## config.mk

```make
export PLATFORM = sky130hd
export DESIGN_NAME = load_buffer
export DESIGN_NICKNAME = d
export VERILOG_FILES = /design/src/rtl/load_buffer_pkg.sv /design/src/rtl/load_align.sv /design/src/rtl/load_buffer.sv
export SDC_FILE = /design/constraint.sdc
export NUM_CORES = 1
export LEC_CHECK = 0
export BUFFER_PORTS_ARGS = -buffer_cell sky130_fd_sc_hd__clkbuf_2
export CORE_MARGIN = 1
export CORE_UTILIZATION = 45
export DETAILED_ROUTE_END_ITERATION = 6
export GPL_ROUTABILITY_DRIVEN = 0
export PLACE_DENSITY = 0.71
export SYNTH_ARGS = -nofsm -noshare
export SYNTH_HDL_FRONTEND = slang
export SYNTH_SLANG_ARGS = --single-unit
export TNS_END_PERCENT = 1
```

## constraint.sdc

```tcl
create_clock -name clock -period 12.1 [get_ports clock]
set_clock_uncertainty 0.2 [all_clocks]
set_input_delay 2.42 -clock clock [delete_from_list [all_inputs] [get_ports clock]]
set_output_delay 2.42 -clock clock [all_outputs]
set_load 0.01 [all_outputs]
```

## src/rtl/load_buffer_pkg.sv

```systemverilog
// Shared definitions for the load buffer: memory access sizes, entry states
// and default geometry.
package load_buffer_pkg;

  localparam int LB_DEPTH_DEF = 4;
  localparam int TAG_W_DEF    = 5;

  typedef enum logic [1:0] {
    MEM_BYTE = 2'd0,
    MEM_HALF = 2'd1,
    MEM_WORD = 2'd2
  } mem_size_e;

  // Lifecycle of one buffer entry.
  typedef enum logic [1:0] {
    LB_FREE = 2'd0,
    LB_WAIT = 2'd1,
    LB_PEND = 2'd2,
    LB_DONE = 2'd3
  } lb_state_e;

endpackage

```

## src/rtl/load_align.sv

```systemverilog
// Picks the addressed byte/half out of a memory word and sign- or
// zero-extends it to 32 bits. Misaligned offsets are aligned down.
module load_align
  import load_buffer_pkg::*;
(
  input  logic [31:0] word,
  input  logic [1:0]  offset,
  input  logic [1:0]  size,
  input  logic        is_unsigned,
  output logic [31:0] value
);

  logic [7:0]  byte_sel;
  logic [15:0] half_sel;

  always_comb begin
    byte_sel = word[7:0];
    case (offset)
      2'd0: byte_sel = word[7:0];
      2'd1: byte_sel = word[15:8];
      2'd2: byte_sel = word[23:16];
      2'd3: byte_sel = word[31:24];
      default: byte_sel = word[7:0];
    endcase
    // Only offset[1] matters for halves; offset[0] is dropped (aligned down).
    half_sel = offset[1] ? word[31:16] : word[15:0];
  end

  always_comb begin
    value = word;
    case (size)
      MEM_BYTE: value = is_unsigned ? {24'd0, byte_sel} : {{24{byte_sel[7]}}, byte_sel};
      MEM_HALF: value = is_unsigned ? {16'd0, half_sel} : {{16{half_sel[15]}}, half_sel};
      default:  value = word;
    endcase
  end

endmodule

```

## src/rtl/load_buffer.sv

```systemverilog
// In-order load buffer: circular FIFO of loads with one outstanding memory
// read, in-order writeback and a squash path for reads in flight at a flush.
module load_buffer
  import load_buffer_pkg::*;
#(
  parameter int LB_DEPTH = LB_DEPTH_DEF,
  parameter int TAG_W    = TAG_W_DEF
) (
  input  logic              clock,
  input  logic              reset_n,
  input  logic              acu_rd_mem,
  input  logic [31:0]       acu_addr,
  input  logic [1:0]        acu_size,
  input  logic              acu_unsigned,
  input  logic [TAG_W-1:0]  acu_tag,
  output logic              lb_full,
  input  logic              lb_exec_stall,
  output logic              lb_read_mem,
  output logic [31:0]       lb2mem_addr,
  input  logic              mem2lb_valid,
  input  logic [31:0]       mem2lb_data,
  output logic              lb_wr_valid,
  output logic [31:0]       lb_wr_value,
  output logic [TAG_W-1:0]  lb_wr_tag,
  input  logic              lb_wr_written,
  input  logic              branch_misprediction
);

  // Handshakes: an allocation happens when acu_rd_mem=1 and lb_full=0 at the
  // edge; a read issues when lb_read_mem=1 at the edge (memory has no ready);
  // a result retires when lb_wr_valid=1 and lb_wr_written=1 at the edge, and
  // value/tag are held stable until then.

  localparam int PTR_W = $clog2(LB_DEPTH);
  localparam int CNT_W = PTR_W + 1;

  lb_state_e        st_q [LB_DEPTH];
  lb_state_e        st_d [LB_DEPTH];
  logic [PTR_W-1:0] alloc_ptr_q, alloc_ptr_d;
  logic [PTR_W-1:0] iss_ptr_q, iss_ptr_d;
  logic [PTR_W-1:0] wb_ptr_q, wb_ptr_d;
  logic [PTR_W-1:0] out_idx_q, out_idx_d;
  logic [CNT_W-1:0] cnt_q, cnt_d;
  logic             out_q, out_d;
  logic             squash_q, squash_d;

  logic [31:0]      addr_q [LB_DEPTH];
  logic [1:0]       size_q [LB_DEPTH];
  logic             uns_q  [LB_DEPTH];
  logic [TAG_W-1:0] tag_q  [LB_DEPTH];
  logic [31:0]      data_q [LB_DEPTH];

  logic        full;
  logic        alloc_fire;
  logic        issue_fire;
  logic        resp_fire;
  logic        wb_valid;
  logic        wb_fire;
  logic [31:0] aligned_value;

  always_comb begin
    full       = (cnt_q == CNT_W'(LB_DEPTH));
    alloc_fire = acu_rd_mem && !full;
    issue_fire = (st_q[iss_ptr_q] == LB_WAIT) && !out_q && !squash_q &&
                 !lb_exec_stall && !branch_misprediction;
    resp_fire  = mem2lb_valid && out_q;
    wb_valid   = (st_q[wb_ptr_q] == LB_DONE);
    wb_fire    = wb_valid && lb_wr_written;
  end

  load_align u_align (
    .word        (mem2lb_data),
    .offset      (addr_q[out_idx_q][1:0]),
    .size        (size_q[out_idx_q]),
    .is_unsigned (uns_q[out_idx_q]),
    .value       (aligned_value)
  );

  // State register.
  always_ff @(posedge clock) begin
    if (!reset_n) begin
      for (int i = 0; i < LB_DEPTH; i++) st_q[i] <= LB_FREE;
      alloc_ptr_q <= '0;
      iss_ptr_q   <= '0;
      wb_ptr_q    <= '0;
      out_idx_q   <= '0;
      cnt_q       <= '0;
      out_q       <= 1'b0;
      squash_q    <= 1'b0;
    end else begin
      for (int i = 0; i < LB_DEPTH; i++) st_q[i] <= st_d[i];
      alloc_ptr_q <= alloc_ptr_d;
      iss_ptr_q   <= iss_ptr_d;
      wb_ptr_q    <= wb_ptr_d;
      out_idx_q   <= out_idx_d;
      cnt_q       <= cnt_d;
      out_q       <= out_d;
      squash_q    <= squash_d;
    end
  end

  // Next-state logic. Alloc, issue, response and writeback always touch
  // distinct entries (FREE, WAIT, PEND, DONE respectively), so they compose.
  always_comb begin
    for (int i = 0; i < LB_DEPTH; i++) st_d[i] = st_q[i];
    alloc_ptr_d = alloc_ptr_q;
    iss_ptr_d   = iss_ptr_q;
    wb_ptr_d    = wb_ptr_q;
    out_idx_d   = out_idx_q;
    cnt_d       = cnt_q;
    out_d       = out_q;
    squash_d    = squash_q;

    if (alloc_fire) begin
      st_d[alloc_ptr_q] = LB_WAIT;
      alloc_ptr_d       = alloc_ptr_q + 1'b1;
    end
    if (issue_fire) begin
      st_d[iss_ptr_q] = LB_PEND;
      iss_ptr_d       = iss_ptr_q + 1'b1;
      out_idx_d       = iss_ptr_q;
      out_d           = 1'b1;
    end
    if (resp_fire) begin
      st_d[out_idx_q] = LB_DONE;
      out_d           = 1'b0;
    end
    if (mem2lb_valid && squash_q) squash_d = 1'b0;
    if (wb_fire) begin
      st_d[wb_ptr_q] = LB_FREE;
      wb_ptr_d       = wb_ptr_q + 1'b1;
    end

    case ({alloc_fire, wb_fire})
      2'b10:   cnt_d = cnt_q + 1'b1;
      2'b01:   cnt_d = cnt_q - 1'b1;
      default: cnt_d = cnt_q;
    endcase

    // A response arriving in the flush cycle itself retires the read, so
    // only a read still in flight after this edge needs squashing.
    if (branch_misprediction) begin
      for (int i = 0; i < LB_DEPTH; i++) st_d[i] = LB_FREE;
      alloc_ptr_d = '0;
      iss_ptr_d   = '0;
      wb_ptr_d    = '0;
      out_idx_d   = '0;
      cnt_d       = '0;
      out_d       = 1'b0;
      squash_d    = (out_q || squash_q) && !mem2lb_valid;
    end
  end

  // Entry payload; written only where the control path accepts the event.
  always_ff @(posedge clock) begin
    if (!reset_n) begin
      for (int i = 0; i < LB_DEPTH; i++) begin
        addr_q[i] <= '0;
        size_q[i] <= '0;
        uns_q[i]  <= 1'b0;
        tag_q[i]  <= '0;
        data_q[i] <= '0;
      end
    end else if (!branch_misprediction) begin
      if (alloc_fire) begin
        addr_q[alloc_ptr_q] <= acu_addr;
        size_q[alloc_ptr_q] <= acu_size;
        uns_q[alloc_ptr_q]  <= acu_unsigned;
        tag_q[alloc_ptr_q]  <= acu_tag;
        data_q[alloc_ptr_q] <= '0;
      end
      if (resp_fire) data_q[out_idx_q] <= aligned_value;
    end
  end

  // Outputs; all forced quiet while reset is asserted.
  always_comb begin
    lb_full     = reset_n && full;
    lb_read_mem = reset_n && issue_fire;
    lb2mem_addr = lb_read_mem ? {addr_q[iss_ptr_q][31:2], 2'b00} : 32'd0;
    lb_wr_valid = reset_n && wb_valid;
    lb_wr_value = lb_wr_valid ? data_q[wb_ptr_q] : 32'd0;
    lb_wr_tag   = lb_wr_valid ? tag_q[wb_ptr_q] : '0;
  end

endmodule

```

==> impl_metrics.toml <==
[hold_path]
whs_path_depth = 2
hp-class = "register to register"

[worst_setup_path]
critPathRequiredTime_ps = 9480
rr_worst_depth = 5
start_kind = "input pin"
endpoint_kind = "output pin"
cp.arrival_ps = 3780
crit_fanout = 44
path_class = "input pin to output pin"

[synth]
synth-async-reset-ratio_pct = 0
yosys-top-cells-area = "edfxtp_1, mux4_2, and2_1"
synth_edf_count = 285
syn-instance-count = 1090
yosysTopAreaCell = "edfxtp_1"
avgSynthCellArea_um2 = 13.6
ys_types = 48
synth_flop_cell = "edfxtp_1"
synth_top_area_share_pct = 57.6
ys_ff_latch = 315
yosysWarnings = 0
yosysSeqAreaShare_pct = 61.7
synth.cell_area_mm2 = 0.0149

[floorplanning]
dieArea_mm2 = 0.0337
die_x_um = 184
core_mm2 = 0.0325
row_count = 66
start_util_pct = 45.6
ios = 151
die_y_um = 184

[detailed_routing]
drt_iter0_markers = 773
num_vias = 9437
drt_pass1_iterations = 5
wl_per_cell_um = 20.9
drc = 0
wl_um = 35300
vias_per_cell = 5.60
detail-route-antenna-nets = 0

[clocking]
clk_path_buf_depth = 3
cts_made_buffers = 35
cts_hold_buf = 0
cts.clk_slew.worst_paths_ps = 60
cts_setup_buffers = 0
cts_tree = "yes"
ctsRootBufferMaster = "clkbuf_16"
cts_sinks = 315
insertion_delay_ps = 510
cts_resized = 0
h-tree-depth = 2

[global_routing]
grt_pass1_wl_um = 54700
grt_max_degree = 60
gr-total-overflow = 0
antenna_found_initial = 3
grt.total_usage_pct = 21.4
grt_pass1_vias = 9597

[power]
p_total_mw = 2.47
power_leakage_nw = 6.71
ir_worst_vdd_mv = 0.0985
pwr_density_cell_mw_per_mm2 = 144

[sta]
fin_ws_ps = 5700
final-hold-violation-count = 0
slew_headroom_pct = 19.6
fin_crit_sh_pct = 52.9
fin_tns_setup_ps = 0
rsz0062_at_grt = "no"
worstMarginPinSlew_ps = 1200
setup_viol = 0
layout_min_cycle_time_ps = 6400
fmax_ghz = 0.156
slew_violations = 0

[final_layout]
drive_gt1_share_pct = 26.3
layout_common_cells = "edfxtp_1, clkbuf_2, and2_1, nor2_1, and3_1"
fill_cells = 2787
nNetsFinal = 1306
finalInstanceArea_mm2 = 0.0171
area_growth_pct = 15.4
layout_commonest_cell = "edfxtp_1"

[place]
port_buffers = 148
preCtsSetupSlack_ps = 5690
placedInstanceArea_mm2 = 0.0160
dp.final_hpwl_um = 20200

[run]
drv_cap = 0

[run_status]
status = "finished, final reports clean"
-- report_power, final --
| group | switching, mW | internal, mW | total, mW |
|---|---|---|---|
| Clock | 0.430 | 0.640 | 1.07 |
| Combinational | 0.106 | 0.0522 | 0.158 |
| Sequential | 0.0116 | 1.23 | 1.24 |
| Total | 0.548 | 1.92 | 2.47 |
-- worst paths after layout --
check	slack, ps	endpoint	start
min reg2reg	280	uns_q[0]$_DFF_P_	uns_q[0]$_DFF_P_
max reg2reg	8010	data_q[1][11]$_SDFFCE_PN0P_	register
max	5700	lb2mem_addr[19]	branch_misprediction
min	280	uns_q[0]$_DFF_P_	uns_q[0]$_DFF_P_
-- synthesized netlist by cell type (all sizes together) (5+ instances only) --
cell type,count
a211oi,7
a21oi,64
a222oi,8
a22oi,9
and2,118
and3,107
buf,22
clkbuf,65
dfxtp,30
edfxtp,285
ha,13
inv,24
mux2i,16
mux4,74
nand2,51
nand2b,7
nor2,116
nor2b,5
nor3,5
nor3b,8
o21a,5
o21ai,5
o31ai,16
-- sequential cells by signal, summed over array words and instances, names as in the netlist, 2 cells and up, named ones only --
name,flops
wb_ptr_q,2
cnt_q,3
size_q,8
iss_ptr_q,2
uns_q,4
alloc_ptr_q,2
tag_q,20
st_q,8
addr_q,128
out_idx_q,2
data_q,128
-- per-layer routing --
metal | up-vias | GRT usage, % | wire [um] | part of all wire [%]
li1 | 4319 | - | - | -
met1 | 4649 | 27.2 | 13800 | 39
met2 | 418 | 37.3 | 17600 | 50
met3 | 49 | 4.77 | 3260 | 9.2
met4 | 2 | 4.77 | 534 | 1.5
met5 | - | 0 | 9 | 0.026
-- cell families after synthesis --
group                      count (synthesis)  share of synthesized area (%)
and+or+nand+nor                          427                           15.3
DFF                                      315                           61.7
AOI/OAI and AO/OA                        124                           5.73
buffers and inverters                    111                           3.23
muxes                                     93                           12.6
adders and majority gates                 14                           1.23
xor gates and xnor gates                   5                          0.295
other                                      1                         0.0253
-- worst max-delay path: stages --
cell	delay, ps
clkbuf_2	130
nor4_1	250
o211a_1	200
buf_4	380
and3_1	240
clkbuf_2	140
-- through the flow --
stage / utilization [%] / cells / hold WS (ps)
after floorplan: - / 1091 / 242
after global routing: 52.7 / 1682 / 294
final: 52.7 / 1684 / 276
after detailed placement: 49.1 / 1618 / 263
after global placement: 49.1 / 1618 / 252
after CTS: 52.7 / 1682 / 275
-- area by class of cell --
type | instances | area, um^2 | area share (%)
multi-input cells | 665 | 5250 | 30.6
clock inverters | 21 | 219 | 1.28
clock buffers | 43 | 937 | 5.47
diodes | 2 | 5.00 | 0.0292
flip-flops and latches | 315 | 9160 | 53.5
well taps | 442 | 553 | 3.23
inverters | 24 | 90.1 | 0.526
repair buffers | 172 | 921 | 5.37
(Power assumes the default switching activity.)
